`src/rtl/hemaia_mailbox_pkg.sv`:
```
// ============================================================================
// hemaia_mailbox_pkg: register map and STATUS layout shared by the mailbox.
// Revision: 1.0
// ============================================================================
`timescale 1ns/1ps
`default_nettype none

package hemaia_mailbox_pkg;

    localparam int unsigned CHAN_STRIDE_WORDS = 8;
    localparam int unsigned CHAN_SHIFT        = $clog2(CHAN_STRIDE_WORDS);

    localparam logic [2:0] REG_WDATA   = 3'd0;
    localparam logic [2:0] REG_RDATA   = 3'd1;
    localparam logic [2:0] REG_STATUS  = 3'd2;
    localparam logic [2:0] REG_THRESH  = 3'd3;
    localparam logic [2:0] REG_IRQEN   = 3'd4;
    localparam logic [2:0] REG_IRQPEND = 3'd5;
    localparam logic [2:0] REG_FLUSH   = 3'd6;
    localparam logic [2:0] REG_RSVD    = 3'd7;

    localparam int unsigned STATUS_EMPTY_BIT = 0;
    localparam int unsigned STATUS_FULL_BIT  = 1;
    localparam int unsigned STATUS_USAGE_LSB = 2;

    // Direction legality of each register; everything else is a decode error.
    function automatic logic reg_access_legal(input logic [2:0] reg_idx, input logic we);
        logic ok;
        ok = 1'b0;
        case (reg_idx)
            REG_WDATA:   ok = we;
            REG_RDATA:   ok = !we;
            REG_STATUS:  ok = !we;
            REG_THRESH:  ok = 1'b1;
            REG_IRQEN:   ok = 1'b1;
            REG_IRQPEND: ok = 1'b1;
            REG_FLUSH:   ok = we;
            default:     ok = 1'b0;
        endcase
        return ok;
    endfunction

endpackage

`default_nettype wire

```
`src/rtl/hemaia_mbox_chan.sv`:
```
// ============================================================================
// hemaia_mbox_chan: one mailbox channel - FIFO, usage counter, irq logic.
// Revision: 1.0
// ============================================================================
`timescale 1ns/1ps
`default_nettype none

module hemaia_mbox_chan #(
    parameter int MailboxDepth = 8,
    parameter int DataWidth    = 32,
    parameter int IrqEdgeTrig  = 0,
    parameter int IrqActHigh   = 1
) (
    input  logic                             clk_i,
    input  logic                             rst_i,
    input  logic                             push_i,
    input  logic [DataWidth-1:0]             push_data_i,
    input  logic                             pop_i,
    input  logic                             flush_i,
    input  logic                             thresh_we_i,
    input  logic                             irqen_we_i,
    input  logic                             pend_w1c_i,
    input  logic [$clog2(MailboxDepth):0]    wdata_i,
    output logic [DataWidth-1:0]             head_o,
    output logic [$clog2(MailboxDepth):0]    count_o,
    output logic                             empty_o,
    output logic                             full_o,
    output logic [$clog2(MailboxDepth):0]    thresh_o,
    output logic                             irqen_o,
    output logic                             irqpend_o,
    output logic                             irq_o
);

    localparam int U = $clog2(MailboxDepth);
    localparam logic IrqIdle = (IrqActHigh != 0) ? 1'b0 : 1'b1;

    logic [DataWidth-1:0] mem_q [MailboxDepth];
    logic [U-1:0]         wr_ptr_q, rd_ptr_q;
    logic [U:0]           count_q;
    logic [U:0]           thresh_q;
    logic                 irqen_q;
    logic                 pend_q;
    logic                 cond_q;
    logic                 irq_q;
    logic                 cond_d;
    logic                 irq_src_d;

    // Depth is a power of two, so the counter MSB alone marks "full".
    assign full_o    = count_q[U];
    assign empty_o   = (count_q == '0);
    assign count_o   = count_q;
    assign head_o    = mem_q[rd_ptr_q];
    assign thresh_o  = thresh_q;
    assign irqen_o   = irqen_q;
    assign irqpend_o = (IrqEdgeTrig != 0) ? pend_q : cond_d;
    assign irq_o     = irq_q;

    assign cond_d    = irqen_q & (count_q > thresh_q);
    assign irq_src_d = (IrqEdgeTrig != 0) ? (pend_q & irqen_q) : cond_d;

    always_ff @(posedge clk_i) begin
        if (push_i && !flush_i) begin
            mem_q[wr_ptr_q] <= push_data_i;
        end
    end

    always_ff @(posedge clk_i) begin
        if (rst_i) begin
            wr_ptr_q <= '0;
            rd_ptr_q <= '0;
            count_q  <= '0;
            thresh_q <= '0;
            irqen_q  <= 1'b0;
            pend_q   <= 1'b0;
            cond_q   <= 1'b0;
            irq_q    <= IrqIdle;
        end else begin
            if (flush_i) begin
                wr_ptr_q <= '0;
                rd_ptr_q <= '0;
                count_q  <= '0;
            end else begin
                if (push_i) wr_ptr_q <= wr_ptr_q + 1'b1;
                if (pop_i)  rd_ptr_q <= rd_ptr_q + 1'b1;
                case ({push_i, pop_i})
                    2'b10:   count_q <= count_q + 1'b1;
                    2'b01:   count_q <= count_q - 1'b1;
                    default: count_q <= count_q;
                endcase
            end
            if (thresh_we_i) thresh_q <= wdata_i;
            if (irqen_we_i)  irqen_q  <= wdata_i[0];
            cond_q <= cond_d;
            // A rising condition beats a simultaneous W1C.
            if ((IrqEdgeTrig != 0) && cond_d && !cond_q) begin
                pend_q <= 1'b1;
            end else if (pend_w1c_i) begin
                pend_q <= 1'b0;
            end
            irq_q <= (IrqActHigh != 0) ? irq_src_d : ~irq_src_d;
        end
    end

endmodule

`default_nettype wire

```
`src/rtl/hemaia_multi_mailbox.sv`:
```
// ============================================================================
// hemaia_multi_mailbox: multi-channel mailbox with bus decode and hw push lanes.
// Revision: 1.0
// ============================================================================
`timescale 1ns/1ps
`default_nettype none

module hemaia_multi_mailbox
    import hemaia_mailbox_pkg::*;
#(
    parameter int NumChannels  = 4,
    parameter int MailboxDepth = 8,
    parameter int DataWidth    = 32,
    parameter int AddrWidth    = 32,
    parameter int IrqEdgeTrig  = 0,
    parameter int IrqActHigh   = 1
) (
    input  logic                             clk_i,
    input  logic                             rst_i,
    input  logic                             req_valid_i,
    input  logic                             req_we_i,
    input  logic [AddrWidth-1:0]             req_addr_i,
    input  logic [DataWidth-1:0]             req_wdata_i,
    output logic                             req_ready_o,
    output logic                             rsp_valid_o,
    output logic [DataWidth-1:0]             rsp_rdata_o,
    output logic                             rsp_err_o,
    input  logic [AddrWidth-1:0]             base_addr_i,
    input  logic [NumChannels-1:0]           hw_push_valid_i,
    input  logic [NumChannels*DataWidth-1:0] hw_push_data_i,
    output logic [NumChannels-1:0]           hw_push_ready_o,
    output logic [NumChannels-1:0]           irq_o
);

    localparam int U         = $clog2(MailboxDepth);
    localparam int ByteShift = $clog2(DataWidth / 8);

    logic [AddrWidth-1:0] w_offset, w_word, w_chan_full;
    logic [2:0]           w_reg;
    logic                 w_below, w_chan_ok, w_dec_ok, w_hit, w_stall, w_accept;

    logic [NumChannels-1:0] w_sel, w_wdata_hit, w_flush_hit, w_hw_push;
    logic [NumChannels-1:0] w_full, w_empty, w_irqen, w_pend;
    logic [DataWidth-1:0]   w_head   [NumChannels];
    logic [U:0]             w_count  [NumChannels];
    logic [U:0]             w_thresh [NumChannels];

    logic                 w_s_full, w_s_empty, w_s_irqen, w_s_pend;
    logic [DataWidth-1:0] w_s_head, w_status;
    logic [U:0]           w_s_count, w_s_thresh;

    logic                 rsp_valid_q;
    logic [DataWidth-1:0] rsp_rdata_q, rsp_rdata_d;
    logic                 rsp_err_q, rsp_err_d;

    assign w_below     = (req_addr_i < base_addr_i);
    assign w_offset    = req_addr_i - base_addr_i;
    assign w_word      = w_offset >> ByteShift;
    assign w_reg       = w_word[CHAN_SHIFT-1:0];
    assign w_chan_full = w_word >> CHAN_SHIFT;
    assign w_chan_ok   = !w_below && (w_chan_full < AddrWidth'(NumChannels));
    assign w_dec_ok    = w_chan_ok && reg_access_legal(w_reg, req_we_i);
    assign w_hit       = req_valid_i && !rst_i && w_dec_ok;

    // Ready never depends on flush decode, so there is no ready/flush loop.
    assign w_stall     = |(w_wdata_hit & hw_push_valid_i & hw_push_ready_o);
    assign req_ready_o = !rst_i && !w_stall;
    assign w_accept    = req_valid_i && req_ready_o;

    generate
        for (genvar c = 0; c < NumChannels; c++) begin : g_chan
            logic w_push, w_pop, w_thresh_we, w_irqen_we, w_w1c;
            logic [DataWidth-1:0] w_push_data;

            assign w_sel[c]       = w_hit && (w_chan_full == AddrWidth'(c));
            assign w_wdata_hit[c] = w_sel[c] && req_we_i && (w_reg == REG_WDATA);
            assign w_flush_hit[c] = w_sel[c] && req_we_i && (w_reg == REG_FLUSH);

            assign hw_push_ready_o[c] = !rst_i && !w_full[c] && !w_flush_hit[c];
            assign w_hw_push[c]       = hw_push_valid_i[c] && hw_push_ready_o[c];

            assign w_push      = w_hw_push[c] || (w_accept && w_wdata_hit[c] && !w_full[c]);
            assign w_push_data = w_hw_push[c] ? hw_push_data_i[c*DataWidth +: DataWidth]
                                              : req_wdata_i;
            assign w_pop       = w_accept && w_sel[c] && !req_we_i && (w_reg == REG_RDATA)
                                 && !w_empty[c];
            assign w_thresh_we = w_accept && w_sel[c] && req_we_i && (w_reg == REG_THRESH);
            assign w_irqen_we  = w_accept && w_sel[c] && req_we_i && (w_reg == REG_IRQEN);
            assign w_w1c       = w_accept && w_sel[c] && req_we_i && (w_reg == REG_IRQPEND)
                                 && req_wdata_i[0];

            hemaia_mbox_chan #(
                .MailboxDepth (MailboxDepth),
                .DataWidth    (DataWidth),
                .IrqEdgeTrig  (IrqEdgeTrig),
                .IrqActHigh   (IrqActHigh)
            ) u_chan (
                .clk_i        (clk_i),
                .rst_i        (rst_i),
                .push_i       (w_push),
                .push_data_i  (w_push_data),
                .pop_i        (w_pop),
                .flush_i      (w_accept && w_flush_hit[c]),
                .thresh_we_i  (w_thresh_we),
                .irqen_we_i   (w_irqen_we),
                .pend_w1c_i   (w_w1c),
                .wdata_i      (req_wdata_i[U:0]),
                .head_o       (w_head[c]),
                .count_o      (w_count[c]),
                .empty_o      (w_empty[c]),
                .full_o       (w_full[c]),
                .thresh_o     (w_thresh[c]),
                .irqen_o      (w_irqen[c]),
                .irqpend_o    (w_pend[c]),
                .irq_o        (irq_o[c])
            );
        end
    endgenerate

    always_comb begin
        w_s_full   = 1'b0;
        w_s_empty  = 1'b0;
        w_s_irqen  = 1'b0;
        w_s_pend   = 1'b0;
        w_s_head   = '0;
        w_s_count  = '0;
        w_s_thresh = '0;
        for (int c = 0; c < NumChannels; c++) begin
            if (w_chan_full == AddrWidth'(c)) begin
                w_s_full   = w_full[c];
                w_s_empty  = w_empty[c];
                w_s_irqen  = w_irqen[c];
                w_s_pend   = w_pend[c];
                w_s_head   = w_head[c];
                w_s_count  = w_count[c];
                w_s_thresh = w_thresh[c];
            end
        end
    end

    always_comb begin
        w_status = '0;
        w_status[STATUS_EMPTY_BIT]          = w_s_empty;
        w_status[STATUS_FULL_BIT]           = w_s_full;
        w_status[STATUS_USAGE_LSB +: U + 1] = w_s_count;
    end

    always_comb begin
        rsp_rdata_d = '0;
        rsp_err_d   = 1'b0;
        if (!w_dec_ok) begin
            rsp_err_d = 1'b1;
        end else begin
            case (w_reg)
                REG_WDATA:   rsp_err_d = w_s_full;
                REG_RDATA: begin
                    if (w_s_empty) rsp_err_d   = 1'b1;
                    else           rsp_rdata_d = w_s_head;
                end
                REG_STATUS:  rsp_rdata_d = w_status;
                REG_THRESH:  if (!req_we_i) rsp_rdata_d = DataWidth'(w_s_thresh);
                REG_IRQEN:   if (!req_we_i) rsp_rdata_d = DataWidth'(w_s_irqen);
                REG_IRQPEND: if (!req_we_i) rsp_rdata_d = DataWidth'(w_s_pend);
                default:     rsp_rdata_d = '0;
            endcase
        end
    end

    always_ff @(posedge clk_i) begin
        if (rst_i) begin
            rsp_valid_q <= 1'b0;
            rsp_rdata_q <= '0;
            rsp_err_q   <= 1'b0;
        end else begin
            rsp_valid_q <= w_accept;
            rsp_rdata_q <= w_accept ? rsp_rdata_d : '0;
            rsp_err_q   <= w_accept ? rsp_err_d : 1'b0;
        end
    end

    assign rsp_valid_o = rsp_valid_q;
    assign rsp_rdata_o = rsp_rdata_q;
    assign rsp_err_o   = rsp_err_q;

endmodule

`default_nettype wire

```
`config.mk`:
```
export PLATFORM = sky130hd
export DESIGN_NAME = hemaia_multi_mailbox
export DESIGN_NICKNAME = d
export VERILOG_FILES = /design/src/rtl/hemaia_mailbox_pkg.sv /design/src/rtl/hemaia_mbox_chan.sv /design/src/rtl/hemaia_multi_mailbox.sv
export SDC_FILE = /design/constraint.sdc
export NUM_CORES = 1
export LEC_CHECK = 0
export CAP_MARGIN = 20
export CORE_ASPECT_RATIO = 2
export CORE_MARGIN = 3
export CORE_UTILIZATION = 50
export DETAILED_ROUTE_END_ITERATION = 10
export GPL_TIMING_DRIVEN = 0
export PLACE_DENSITY = 0.69
export RECOVER_POWER = 50
export SYNTH_ARGS = -nofsm -noshare
export SYNTH_HDL_FRONTEND = slang
export SYNTH_SLANG_ARGS = --single-unit
```
`constraint.sdc`:
```
create_clock -name clk_i -period 21 [get_ports clk_i]
set_input_delay 6.3 -clock clk_i [delete_from_list [all_inputs] [get_ports clk_i]]
set_output_delay 6.3 -clock clk_i [all_outputs]
set_load 0.01 [all_outputs]
```
; ---- Word level (Yosys, flattened, before mapping)
; Memories as Yosys holds them, arrays and structs flattened. A register that Yosys moved wholly into a read port is not among the register bits.
; Index checks and enable logic that the tools add are counted.
[totals]
wordCells = 262
output_inout_bits = 43
regBits = 98
in_bits = 232
mem_bits_rw = 1024
n_memories = 4
[mem_list]
columns = name, depth, width, rd, rd_clocked_by_memory_dff, wr, line
row1 = g_chan[0].u_chan.mem_q, 8, 32, 1, 1, 1, hemaia_mbox_chan.sv:37  ; logic [DataWidth-1:0] mem_q [MailboxDepth];
row2 = g_chan[1].u_chan.mem_q, 8, 32, 1, 1, 1, hemaia_mbox_chan.sv:37
row3 = g_chan[2].u_chan.mem_q, 8, 32, 1, 1, 1, hemaia_mbox_chan.sv:37
row4 = g_chan[3].u_chan.mem_q, 8, 32, 1, 1, 1, hemaia_mbox_chan.sv:37
[op_classes]
add_sub_neg = 17
n_reduce_logical = 122
n_mux = 61
n_eq_ne = 17
n_bitwise = 8
magnitude_cmp = 6
[ops]
columns = operator, n
row1 = 32-bit two-way mux, 9
row2 = 32-bit one-hot mux with 5 select lines, 1
row3 = 1-bit logical AND, 78
row4 = "27-bit by 2-bit equality test with 1-bit output, second input constant", 2
row5 = 4-bit two-way mux, 9
row6 = 32-bit zero test, 1
row7 = 32-bit < comparator, 1
row8 = 4-bit one-hot mux with 2 select lines, 4
row9 = 32-bit subtractor, 1
row10 = 1-bit two-way mux, 28
row11 = "27-bit by 1-bit equality test with 1-bit output, second input constant", 1
row12 = "27-bit by 3-bit < comparator with 1-bit output, second input constant", 1
row13 = "3-bit by 1-bit adder with 3-bit output, second input constant", 8
row14 = 3-bit two-way mux, 8
row15 = 1-bit zero test, 20
row16 = "4-bit by 1-bit adder with 4-bit output, second input constant", 4
row17 = 4-bit > comparator, 4
row18 = 4-bit zero test, 4
row19 = "4-bit by 1-bit subtractor with 4-bit output, second input constant", 4
row20 = 2-bit OR reduction, 7
row21 = "3-bit equality test, second input constant", 3
row22 = 4-bit bitwise AND, 2
row23 = "2-bit by 1-bit equality test with 1-bit output, second input constant", 4
row24 = "2-bit equality test, second input constant", 4
row25 = other kinds (11), 23

; ---- Logic depth before layout (Yosys ltp)
[depth]
ltp_word = 22
mapped_depth = 25
ltp_nobuf = 21

; ---- By module
; From an unflattened synthesis, not the netlist that was laid out.
[unflattened]
cells_unflattened = 2882
area_unflattened_um2 = 49892.9
[modules_own_cells]
columns = mod, seq_area_each_um2, cells_each, area_per_inst_um2, instances
row1 = hemaia_mbox_chan (g_chan[1].u_chan ...), 8067.7, 478, 10716.5, 3
row2 = hemaia_mbox_chan (g_chan[0].u_chan), 8067.7, 475, 10662.7, 1
row3 = hemaia_multi_mailbox, 680.7, 973, 7080.5, 1

; ---- Worst setup path after synthesis
; Ideal clock, no wire load.
[synth_path]
path_kind = input-to-output
from = in base_addr_i[7]
to = out req_ready_o
setup_slack_ns = 4.696
t_required_ns = 14.700
t_arrival_ns = 10.004
path_buffers = 3
cell_stages = 17
path_cell_list = inv_1 -> ha_1 -> clkbuf_1 -> o21a_1 -> nor2_1 -> or4_1 -> o21ai_1 -> o21ai_1 -> xnor2_1 -> or4_1 -> nor4b_1 -> buf_2 -> a31oi_1 -> clkbuf_1 -> a32oi_1 -> o41ai_1 -> a21oi_1
[synth_via]
elab_chain_len = 14
elab_cells_between_ends = 40
cone_classes = add/sub: 1 / order compare: 2 / eq/ne: 3 / bitwise: 2 / reduce/logical: 32
[synth_rtl]
columns = element, line
row1 = from (decl), hemaia_multi_mailbox.sv:28  ; input logic [AddrWidth-1:0] base_addr_i,
row2 = 32-bit subtractor or 32-bit < comparator (tied branches), "hemaia_multi_mailbox.sv:57, hemaia_multi_mailbox.sv:56"
row3 = 27-bit by 3-bit < comparator with 1-bit output or 1-bit zero test (tied branches), hemaia_multi_mailbox.sv:61  ; assign w_chan_ok = !w_below && (w_chan_full < AddrWidth'(NumChannels));
row4 = 1-bit logical AND, hemaia_multi_mailbox.sv:61
row5 = 1-bit logical AND, hemaia_multi_mailbox.sv:62  ; assign w_dec_ok = w_chan_ok && reg_access_legal(w_reg, req_we_i);
row6 = 1-bit logical AND, hemaia_multi_mailbox.sv:63  ; assign w_hit = req_valid_i && !rst_i && w_dec_ok;
row7 = 1-bit logical AND, hemaia_multi_mailbox.sv:75  ; assign w_sel[c] = w_hit && (w_chan_full == AddrWidth'(c));
row8 = 1-bit logical AND, "hemaia_multi_mailbox.sv:76, hemaia_multi_mailbox.sv:77"
row9 = 1-bit logical AND, hemaia_multi_mailbox.sv:77  ; assign w_flush_hit[c] = w_sel[c] && req_we_i && (w_reg == REG_FLUSH);
row10 = 1-bit zero test, hemaia_multi_mailbox.sv:79  ; assign hw_push_ready_o[c] = !rst_i && !w_full[c] && !w_flush_hit[c];
row11 = 1-bit logical AND, hemaia_multi_mailbox.sv:79
row12 = 4-bit bitwise AND (*), hemaia_multi_mailbox.sv:66  ; assign w_stall = |(w_wdata_hit & hw_push_valid_i & hw_push_ready_o);
row13 = 4-bit OR reduction (*), hemaia_multi_mailbox.sv:66
row14 = 1-bit zero test (*), hemaia_multi_mailbox.sv:67  ; assign req_ready_o = !rst_i && !w_stall;
row15 = 1-bit logical AND (*), hemaia_multi_mailbox.sv:67
row16 = to (decl), hemaia_multi_mailbox.sv:24  ; output logic req_ready_o,
; Mark *: on every way between the ends. The rest lies on a longest branch, timed or not.

; ---- Worst setup path after layout
[layout_path]
from = in base_addr_i[13]
to = out req_ready_o
; The elaborated chain is that of the path after synthesis.

==> results.yml <==
run_status:
  status: "finished with violations"
  violations: "max-capacitance violations, max-slew violations"
cts:
  clockRootBuffer: "clkbuf_16"
  cts.sinks: 1134
  path_clk_slew_ps: 70
  cts_buffers: 93
  htree_levels: 3
  cts_max_path_buffers: 3
  post_cts_buffers: 0
  holdBufCountCts: 0
  cts_tree: "built"
  clock_latency_ps: 700
  cts-resized-gates: 0
cells_and_area:
  final_area_um2: 56900
  layout.area.seq_um2: 33000
  final_util: 0.596
  syn_to_final_growth_pct: 17.5
  multi_input_area_um2: 14600
  nFillCells: 7085
  num-nets-final: 3563
  final_common_cell: "edfxtp_1"
  diodes: 0
  final_cell_mix: "edfxtp_1 (1024), mux4_2 (260), clkdlybuf4s50_1 (233)"
  drive_above_1_share: 0.179
critical_path:
  setup.worst_path.start_class: "input port"
  cpMostUsedCell: "clkbuf_1"
  path_cells: "dlygate4sd3_1, inv_1, ha_1, clkbuf_1, nand2_1, or4_1, o21ai_0, o21ai_0, xnor2_1, or4_1, nor4b_1, clkbuf_1, a31oi_1, clkbuf_1, a32oi_1, o41ai_1, a21oi_1, clkdlybuf4s50_1"
  cp_data_required_time_ps: 14700
  slowest_delay_ps: 660
  critPathKind: "input port to primary output"
  crit_arrival_ps: 13290
  cp_slowest_cell: "nor4b_1"
  critPathMaxFanout: 10
  end_kind: "primary output"
  worstReg2RegStart: "g_chan[3].u_chan.count_o[3]$_SDFFE_PP0P_"
  startpoint: "base_addr_i[13]"
timing:
  hold_viol: 0
  tightest_slew_ps: 1940
  layout_min_cycle_time_ps: 19590
  timing.final.crit_share: 0.933
  relSlewSlack: -0.294
  fmax_ghz: 0.0510
  slew_violations: 32
  fin_setup_tns_ps: 0
  rsz0062_at_grt: "false"
  finalSetupViolations: 0
  fin_skew_ps: 23.9
floorplan:
  io_pins: 275
  die_w_um: 226
  initial_core_util: 0.507
  die_height_um: 446
  dieArea_um2: 101000
  std_cell_rows: 160
  core_um2: 95500
synth:
  synth_edf_count: 1024
  yosysUniqueCellTypes: 86
  ys_seq_area_frac: 0.681
  synth-async-reset-ratio: 0
  synth_warnings: 0
  syn_nets: 3106
  netlist_area_um2: 48400
  ys.flop_type: "edfxtp_1"
  syn-mean-instance-area_um2: 17.3
  synth_cells: 2803
  ys_ff_latch: 1134
detailed_routing:
  post-route-drc-count: 0
  wl_per_cell_um: 29.1
  met1_length_um: 47200
  met2_length_um: 71100
  routed_via_density: 6.18
  totalWireLength_um: 132000
  vias: 28135
  drt-pass1-iter-count: 7
  drtIter0Drc: 2430
  ant_nets: 0
  top_layer_used: "met5"
  dr_wl_met3_um: 8600
global_routing:
  grt_overflow: 0
  grt_usage: 0.264
  grt_pass1_vias: 29442
  grt_max_degree: 25
  grt_pass1_wl_um: 193000
  grt_antenna_before_repair: 8
power_and_ir_drop:
  power_mw: 4.64
  leakage_nw: 18.1
  ir_drop_uv: 65.9
  powerDensity_nw_per_um2: 81.5
run:
  drv_cap: 2
placement:
  place_hpwl_um: 98100
  place_area_um2: 53900
  gp_congestion: 0.907
  portBuffers: 273
min_path:
  hold_class: "flip-flop to flip-flop"
  min_from: "g_chan[1].u_chan.thresh_o[3]$_SDFFE_PP0P_"
routing by layer:
layer,up-vias,track usage
li1,12136,-
met5,-,0
met3,238,0.0321
met4,2,0.107
met2,1233,0.481
met1,14526,0.317
power breakdown:
part           internal (mW)  switching (mW)  total (mW)
Combinational          0.131           0.234       0.365
Sequential              2.50         0.00861        2.51
Clock                  0.957           0.808        1.77
Total                   3.59            1.05        4.64
path summary, 6_finish.rpt:
check,endpoint,slack (ps),cells after the start
setup / recovery,req_ready_o,1410,18
hold / removal,g_chan[1].u_chan.thresh_o[3]$_SDFFE_PP0P_,510,2
setup reg to reg,g_chan[3].u_chan.mem_q[7][20]$_DFFE_PP_,15510,10
hold reg to reg,g_chan[1].u_chan.thresh_o[3]$_SDFFE_PP0P_,510,2
cell usage after synthesis, types with 8 or more instances:
library cell	count	area share
ha_1	67	0.017
edfxtp_1	1024	0.64
o21ai_0	51	0.0053
o21ai_1	8	0.00083
a21oi_1	124	0.013
nand3_1	35	0.0036
buf_1	29	0.0022
nor2_1	159	0.012
o211ai_1	18	0.0028
mux4_2	260	0.12
o22ai_1	34	0.0044
a211oi_1	12	0.0019
nor2b_1	11	0.0014
nand2_1	104	0.0081
nand4_1	14	0.0018
a21o_1	17	0.0026
mux2_2	162	0.038
nor4_1	14	0.0018
or2_2	8	0.0010
dfxtp_1	110	0.045
xnor2_1	21	0.0038
nor3_1	27	0.0028
xor2_1	26	0.0047
o21a_1	12	0.0019
nand2b_1	17	0.0022
inv_1	71	0.0055
mux2i_1	126	0.026
buf_2	18	0.0019
clkbuf_1	94	0.0073
sequential cells by signal, indices dropped and copies added, names as in the netlist, 4 cells and up, named ones only:
name	cells
g_chan.u_chan.count_o	16
g_chan.u_chan.wr_ptr_q	12
g_chan.u_chan.irq_o	4
rsp_rdata_o	32
g_chan.u_chan.irqen_o	4
g_chan.u_chan.thresh_o	16
g_chan.u_chan.rd_ptr_q	12
g_chan.u_chan.mem_q	1024
metrics by stage:
stage | instances | worst slack, ps | hold WS [ps]
after floorplan | 2803 | 4700 | 438
after detailed placement | 4376 | 2020 | 499
after global placement | 4291 | 2040 | 471
after CTS | 4549 | 2010 | 508
final | 4553 | 1410 | 510
after global routing | 4553 | 1030 | 523
cell type report:
type,count,area share
well taps,1215,0.0267
plain buffers,150,0.0108
inverters,72,0.00475
multi-input cells,1447,0.257
repair buffers,362,0.0669
clock inverters,62,0.0111
clock buffers,111,0.0432
flip-flops and latches,1134,0.579
logic make-up (layout without fill, tap and decap cells):
logic type               Yosys count  in the layout  share of synthesized area
flip-flops                      1134           1134                      0.681
multiplexers                     548            548                      0.185
AND/OR/NAND/NOR                  434            434                     0.0426
AO/OA/AOI/OAI                    347            347                     0.0459
buffers and inverters            222            757                     0.0186
adder cells (fa/ha/maj)           71             71                     0.0190
XOR/XNOR                          47             47                    0.00850
worst max-delay path: cells and delay by family:
family,cells,cell delay [ps]
xor+xnor,1,220
compound gates,6,1950
fa+ha+maj,1,270
simple gates,4,1980
buf+inv,6,2570
Power figures use the tool's default switching activity.
